`src/rtl/axi_aw_dec_pkg.sv`:
```
// Shared types and helpers for the AW-channel address decoder.
package axi_aw_dec_pkg;

    // Widest port vector lowest_onehot() can handle; callers cast in and out.
    localparam int unsigned ONEHOT_MAX_W = 32;

    // Decoder control states: normal routing, then the three steps of a decode-error burst.
    typedef enum logic [1:0] {
        OPERATIVE    = 2'd0,
        DRAIN        = 2'd1,
        ACCEPT_WDATA = 2'd2,
        ERROR_RESP   = 2'd3
    } aw_dec_state_e;

    // Keep only the lowest set bit, so overlapping hits can never become multi-hot.
    function automatic logic [ONEHOT_MAX_W-1:0] lowest_onehot(input logic [ONEHOT_MAX_W-1:0] vec);
        lowest_onehot = vec & (~vec + ONEHOT_MAX_W'(1));
    endfunction

endpackage

```
`src/rtl/axi_aw_region_match.sv`:
```
// Per-port address range compare. Region slot s = r*N_INIT_PORT + p; each slot
// holds an inclusive unsigned [start, end] window and an enable bit.
module axi_aw_region_match #(
    parameter int unsigned ADDR_WIDTH  = 32,
    parameter int unsigned N_INIT_PORT = 8,
    parameter int unsigned N_REGION    = 2
) (
    input  logic [ADDR_WIDTH-1:0]                      addr,
    input  logic [N_REGION*N_INIT_PORT*ADDR_WIDTH-1:0] start_addr,
    input  logic [N_REGION*N_INIT_PORT*ADDR_WIDTH-1:0] end_addr,
    input  logic [N_REGION*N_INIT_PORT-1:0]            enable_region,
    output logic [N_INIT_PORT-1:0]                     hit
);

    localparam int unsigned N_SLOT = N_REGION * N_INIT_PORT;

    logic [N_SLOT-1:0] slot_hit;

    // Inclusive window compare for every region slot.
    always_comb begin
        slot_hit = '0;
        for (int unsigned s = 0; s < N_SLOT; s++) begin
            slot_hit[s] = enable_region[s]
                       && (addr >= start_addr[s*ADDR_WIDTH +: ADDR_WIDTH])
                       && (addr <= end_addr[s*ADDR_WIDTH +: ADDR_WIDTH]);
        end
    end

    // A port hits when any of its regions hits.
    always_comb begin
        hit = '0;
        for (int unsigned r = 0; r < N_REGION; r++) begin
            for (int unsigned p = 0; p < N_INIT_PORT; p++) begin
                hit[p] = hit[p] | slot_hit[r*N_INIT_PORT + p];
            end
        end
    end

endmodule

```
`src/rtl/axi_aw_decoder_remap.sv`:
```
// AW-channel address decoder: routes each AW to one initiator port (one-hot,
// lowest index wins), tracks outstanding writes and runs the decode-error
// sequence (drain, absorb W burst, DECERR B response).
// Optional feature: define AXI_AW_DEC_REMAP_EN to add the remap_i port, which
// maps each matched logical port to a physical port at runtime.
module axi_aw_decoder_remap
    import axi_aw_dec_pkg::*;
#(
    parameter int unsigned ADDR_WIDTH      = 32,
    parameter int unsigned ID_WIDTH        = 4,
    parameter int unsigned N_INIT_PORT     = 8,
    parameter int unsigned LOG_N_INIT      = 3,
    parameter int unsigned N_REGION        = 2,
    parameter int unsigned MAX_OUTSTANDING = 8
) (
    input  logic                                       clk,
    input  logic                                       rst,
    input  logic                                       awvalid_i,
    input  logic [ADDR_WIDTH-1:0]                      awaddr_i,
    input  logic [ID_WIDTH-1:0]                        awid_i,
    output logic                                       awready_o,
    output logic [N_INIT_PORT-1:0]                     awvalid_o,
    input  logic [N_INIT_PORT-1:0]                     awready_i,
    input  logic                                       grant_fifo_dest_i,
    output logic [N_INIT_PORT-1:0]                     dest_o,
    output logic                                       push_dest_o,
    input  logic [N_REGION*N_INIT_PORT*ADDR_WIDTH-1:0] start_addr_i,
    input  logic [N_REGION*N_INIT_PORT*ADDR_WIDTH-1:0] end_addr_i,
    input  logic [N_REGION*N_INIT_PORT-1:0]            enable_region_i,
    input  logic [N_INIT_PORT-1:0]                     connectivity_map_i,
`ifdef AXI_AW_DEC_REMAP_EN
    input  logic [N_INIT_PORT*LOG_N_INIT-1:0]          remap_i,
`endif
    input  logic                                       b_done_i,
    output logic                                       handle_error_o,
    input  logic                                       wdata_error_completed_i,
    output logic                                       error_req_o,
    output logic [ID_WIDTH-1:0]                        error_id_o,
    input  logic                                       error_gnt_i
);

    localparam int unsigned CNT_W = $clog2(MAX_OUTSTANDING + 1);

    logic [N_INIT_PORT-1:0] hit;
    logic [N_INIT_PORT-1:0] port_ok;
    logic [N_INIT_PORT-1:0] win_log;
    logic [N_INIT_PORT-1:0] sel;
    logic                   dec_err;
    logic [LOG_N_INIT-1:0]  phys_map [N_INIT_PORT];

    aw_dec_state_e          state_q;
    aw_dec_state_e          state_d;
    logic [CNT_W-1:0]       cnt_q;
    logic [CNT_W-1:0]       cnt_d;
    logic [CNT_W-1:0]       cnt_after_b;
    logic                   cnt_dec;
    logic                   can_issue;
    logic                   err_capture;
    logic [ID_WIDTH-1:0]    err_id_q;

    axi_aw_region_match #(
        .ADDR_WIDTH  (ADDR_WIDTH),
        .N_INIT_PORT (N_INIT_PORT),
        .N_REGION    (N_REGION)
    ) u_region_match (
        .addr          (awaddr_i),
        .start_addr    (start_addr_i),
        .end_addr      (end_addr_i),
        .enable_region (enable_region_i),
        .hit           (hit)
    );

    // Logical-to-physical port map: runtime table or identity.
    always_comb begin
        for (int unsigned p = 0; p < N_INIT_PORT; p++) begin
`ifdef AXI_AW_DEC_REMAP_EN
            phys_map[p] = remap_i[p*LOG_N_INIT +: LOG_N_INIT];
`else
            phys_map[p] = LOG_N_INIT'(p);
`endif
        end
    end

    // A logical hit is usable only if its physical port exists and is reachable.
    always_comb begin
        port_ok = '0;
        for (int unsigned p = 0; p < N_INIT_PORT; p++) begin
            port_ok[p] = hit[p]
                      && (32'(phys_map[p]) < N_INIT_PORT)
                      && connectivity_map_i[phys_map[p]];
        end
    end

    // Lowest usable logical port wins; translate the winner to a physical one-hot.
    always_comb begin
        win_log = N_INIT_PORT'(lowest_onehot(ONEHOT_MAX_W'(port_ok)));
        sel     = '0;
        for (int unsigned p = 0; p < N_INIT_PORT; p++) begin
            if (win_log[p]) begin
                sel[phys_map[p]] = 1'b1;
            end
        end
        dec_err = ~|port_ok;
    end

    // Counter helpers; DRAIN exits on the edge where the counter reaches zero.
    always_comb begin
        cnt_dec     = b_done_i && (cnt_q != '0);
        cnt_after_b = cnt_q - CNT_W'(cnt_dec);
        can_issue   = grant_fifo_dest_i && (cnt_q < CNT_W'(MAX_OUTSTANDING));
    end

    // Next-state and outputs; the stall condition also holds back error AWs.
    always_comb begin
        state_d        = state_q;
        awready_o      = 1'b0;
        awvalid_o      = '0;
        dest_o         = '0;
        push_dest_o    = 1'b0;
        handle_error_o = 1'b0;
        error_req_o    = 1'b0;
        error_id_o     = '0;
        err_capture    = 1'b0;

        if (!rst) begin
            unique case (state_q)
                OPERATIVE: begin
                    if (can_issue) begin
                        if (!dec_err) begin
                            awvalid_o   = sel & {N_INIT_PORT{awvalid_i}};
                            awready_o   = |(sel & awready_i);
                            dest_o      = sel;
                            push_dest_o = awvalid_i & awready_o;
                        end else if (awvalid_i) begin
                            awready_o   = 1'b1;
                            err_capture = 1'b1;
                            state_d     = DRAIN;
                        end
                    end
                end
                DRAIN: begin
                    if (cnt_after_b == '0) begin
                        state_d = ACCEPT_WDATA;
                    end
                end
                ACCEPT_WDATA: begin
                    handle_error_o = 1'b1;
                    if (wdata_error_completed_i) begin
                        state_d = ERROR_RESP;
                    end
                end
                ERROR_RESP: begin
                    error_req_o = 1'b1;
                    error_id_o  = err_id_q;
                    if (error_gnt_i) begin
                        state_d = OPERATIVE;
                    end
                end
                default: state_d = OPERATIVE;
            endcase
        end
    end

    // Outstanding count: +1 per port handshake, -1 per B, simultaneous cancels.
    always_comb begin
        cnt_d = cnt_q;
        if (push_dest_o && !cnt_dec) begin
            cnt_d = cnt_q + CNT_W'(1);
        end else if (!push_dest_o && cnt_dec) begin
            cnt_d = cnt_q - CNT_W'(1);
        end
    end

    // State, counter and captured error ID registers.
    always_ff @(posedge clk) begin
        if (rst) begin
            state_q  <= OPERATIVE;
            cnt_q    <= '0;
            err_id_q <= '0;
        end else begin
            state_q <= state_d;
            cnt_q   <= cnt_d;
            if (err_capture) begin
                err_id_q <= awid_i;
            end
        end
    end

endmodule

```
`config.mk`:
```
export PLATFORM = sky130hd
export DESIGN_NAME = axi_aw_decoder_remap
export DESIGN_NICKNAME = d
export VERILOG_FILES = /design/src/rtl/axi_aw_dec_pkg.sv /design/src/rtl/axi_aw_region_match.sv /design/src/rtl/axi_aw_decoder_remap.sv
export SDC_FILE = /design/constraint.sdc
export NUM_CORES = 2
export LEC_CHECK = 0
export CAP_MARGIN = 20
export CORE_AREA = 2 2 436 438
export CTS_CLUSTER_DIAMETER = 60
export DETAILED_ROUTE_END_ITERATION = 10
export DIE_AREA = 0 0 438 440
export PLACE_DENSITY_LB_ADDON = 0.2
export SETUP_SLACK_MARGIN = 0.2
export SLEW_MARGIN = 10
export SYNTH_ARGS = -nofsm -noshare
export SYNTH_HDL_FRONTEND = slang
export SYNTH_SLANG_ARGS = --single-unit
```
`constraint.sdc`:
```
create_clock -name clk -period 16.2 [get_ports clk]
set_input_delay 3.24 -clock clk [delete_from_list [all_inputs] [get_ports clk]]
set_output_delay 3.24 -clock clk [all_outputs]
set_load 0.02 [all_outputs]
```
==> out/qor.txt <==
Async S/R FF share, synth -> 0
Iter 0 DRT Violations -> 1921
Hold Path Depth -> 2
Clock Path Buffers -> 2
Final Power -> 1160 µW
Syn Nets -> 5871
# setup viols final -> 0
final critical-path share of the clock period -> 0.795
share of cells above drive strength 1 -> 0.0270
synth cell count leaders -> ha_1, inv_1, a21oi_1
Layout Skew -> 0.000596 ns
r2r startpoint -> state_q[0]$_SDFFE_PP0P_
DRC -> 0
vias in the first global route -> 31300
die area -> 193000 µm²
final hold violations -> 0
count leader, synth -> ha_1
Worst path top cell family by delay -> compound AO/OA/AOI/OAI gates
Yosys cell types -> 84
worst hold path class -> register to register
nets -> 7060
Tot GR Track Use -> 0.186
min Tclk post-route -> 12.88 ns
DR vias -> 31300
WS Path Type -> input port to output port
Max Clock Freq -> 0.0776 GHz
Fillers -> 21200
top post-synthesis cells by area -> ha_1, inv_1, a21oi_1, nand4_1, nand2_1
largest net degree at the start of global routing -> 33
CP Launch Type -> input port
grt total ovfl -> 0
post-DR wirelength/cell -> 25.2 µm
hold slack -> 0.543 ns
Detailed Place HPWL -> 167 mm
Post-Synthesis Cells -> 3739
Yosys top cell area share -> 0.487
worst reg-to-reg setup slack -> 13.10 ns
WL final -> 188 mm
RePlAce Congestion -> 0.912
worst reg2reg endpoint -> cnt_q[3]$_SDFFE_PP0P_
Power Dens Cells -> 28.1 nW/µm²
hold buffer count at cts -> 0
CTS tree -> built
Pleak -> 0.0214 µW
total CTS buffers -> 3
status -> completed
postcts setup bufs -> 0
critical path peak fanout -> 32
Sink Count -> 10
first-pass GRT wire length -> 250 mm
worst slew pin tran -> 1.11 ns
setup TNS -> 0 ns
Antenna Violating Nets Remaining -> 0
Skew-Pair Late Insertion Delay -> 0.24 ns
num rows -> 160
CTS root buf -> clkbuf_16
Die H -> 440 µm
CTS resizes -> 0
Via density -> 4.19
WP data arrival -> 9.64 ns
Post-synth EDFFs -> 0
Register-to-Register Path Depth -> 13
ordered cell list for the critical path -> clkdlybuf4s50_1 > inv_2 > buf_4 > ha_1 > nand2b_1 > a2111oi_0 > nor4_1 > o21ai_0 > a21oi_1 > a211oi_2 > o22ai_2 > and3b_1 > nand4_1 > or2_2 > a21oi_1 > clkdlybuf4s50_1
Die X-Extent -> 438 µm
CP max stage delay -> 0.96 ns
Max Transition Viols Final -> 0
Cell Area, Synth -> 26500 µm²
Hold Crit Endpoint -> cnt_q[3]$_SDFFE_PP0P_
CP max stage cell -> a211oi_2
Hold Crit Start -> cnt_q[3]$_SDFFE_PP0P_
drt first pass iters -> 6
RSZ-0062 raised after global routing -> no
#FFs+latches synth -> 10
VDD IR-drop max -> 22.0 µV
antenna violations before repair -> 89
Worst Path Buf+Inv -> 4
Synth area leader -> ha_1
Core Area -> 189000 µm²
Slew headroom -> 0.252
initial core utilization -> 0.141
H-Tree Depth -> 1
Synth Flop Type -> dfxtp_1
# port buffers -> 1122
element type at the critical path end -> output port
Clk pin slew, worst setup/hold paths -> 0.04 ns
critical path required time -> 12.96 ns
syn_area_per_cell -> 7.09 µm²
sequential cell area fraction in the yosys report -> 0.00755
number of I/O pins -> 1123
Area Overhead vs Synth -> 56.4%
warnings from Yosys -> 0
MaxCap Viol Count -> 0
-- report_power, final --
group	internal, µW	total (µW)	switching, µW
logic	518	1080	560
registers	29.6	36.6	7.00
clock network	37.2	49.6	12.4
total	585	1160	580
-- routing by layer --
layer  GRT usage  routed length (µm)  vias to the layer above
met5           0                 170                        -
met4      0.0410                3730                       26
li1            -                   -                    15500
met1       0.246               84400                    14700
met3      0.0175                8070                      163
met2       0.326               92100                      985
-- cell type report --
class	count	area (µm²)	share of cell area
Timing Repair Buffer	1187	11600	0.279
Multi-Input combinational cell	2701	22500	0.543
Sequential cell	10	200	0.00483
Clock buffer	4	88.8	0.00214
Inverter	1025	3850	0.0928
Antenna cell	40	100	0.00241
Tap cell	2511	3140	0.0758
-- placed cells by master (no fill, tap or decap), drive strengths merged, types with 7 or more instances in the layout --
cell type      synthesis  layout
a2111oi               20      20
a211oi                56      56
a21boi                 7       7
a21o                  92      92
a21oi                377     377
a221o                 12      12
a221oi                18      18
a31oi                 16      16
and2                   8       8
and4                  27      27
buf                    1      95
clkdlybuf4s50          0    1091
dfxtp                 10      10
diode                  0      40
ha                  1032    1032
inv                 1025    1025
nand2                240     240
nand2b                22      22
nand3                114     114
nand4                145     145
nor2                 121     121
nor2b                 26      26
nor3                  37      37
nor4                  29      29
o2111ai                9       9
o211ai                21      21
o21a                  19      19
o21ai                135     135
or3                   12      12
or4                    7       7
-- sequential cells by signal, indices dropped and copies added, names as in the netlist --
register,cells
state_q,2
err_id_q,4
cnt_q,4
-- worst max-delay path by stage --
| stage | start | end | slack (ns) | cells after the start |
|---|---|---|---|---|
| 2_1_floorplan | awaddr_i[0] | awready_o | 6.14 | 14 |
| 3_3_place_gp | awaddr_i[0] | push_dest_o | 3.12 | 16 |
| 3_5_place_dp | awaddr_i[0] | push_dest_o | 3.13 | 16 |
| 4_1_cts | awaddr_i[0] | push_dest_o | 3.10 | 16 |
| 5_1_grt | awaddr_i[0] | push_dest_o | 3.03 | 16 |
| 6_report | awaddr_i[0] | push_dest_o | 3.32 | 16 |
-- worst register-to-register path, delay by kind of cell (launching register included) --
kind	cells	cell delay, ns
buffers and inverters	2	0.24
flip-flops	1	0.32
AO/OA/AOI/OAI	4	0.74
XOR/XNOR	1	0.09
AND/OR/NAND/NOR	3	0.79
adder cells (fa/ha/maj)	3	0.87
-- kinds of logic (layout without fill, tap and decap cells) --
group,Yosys count,in the layout,share of synthesized area
AO/OA/AOI/OAI,849,849,0.199
adder cells (fa/ha/maj),1033,1033,0.488
XOR/XNOR,4,4,0.00132
other,0,40,0
flip-flops,10,10,0.00755
buffers and inverters,1028,2216,0.146
AND/OR/NAND/NOR,813,813,0.157
multiplexers,2,2,0.000755
-- stage by stage --
step | std cells | cell area, µm² | worst slack, ns | util
6_report | 7478 | 41400 | 3.32 | 0.220
2_1_floorplan | 3739 | 26500 | 6.14 | -
3_3_place_gp | 7424 | 41200 | 3.12 | 0.218
5_1_grt | 7473 | 41400 | 3.03 | 0.220
4_1_cts | 7437 | 41300 | 3.10 | 0.219
3_5_place_dp | 7433 | 41300 | 3.13 | 0.219
Power figures use the tool's default switching activity.
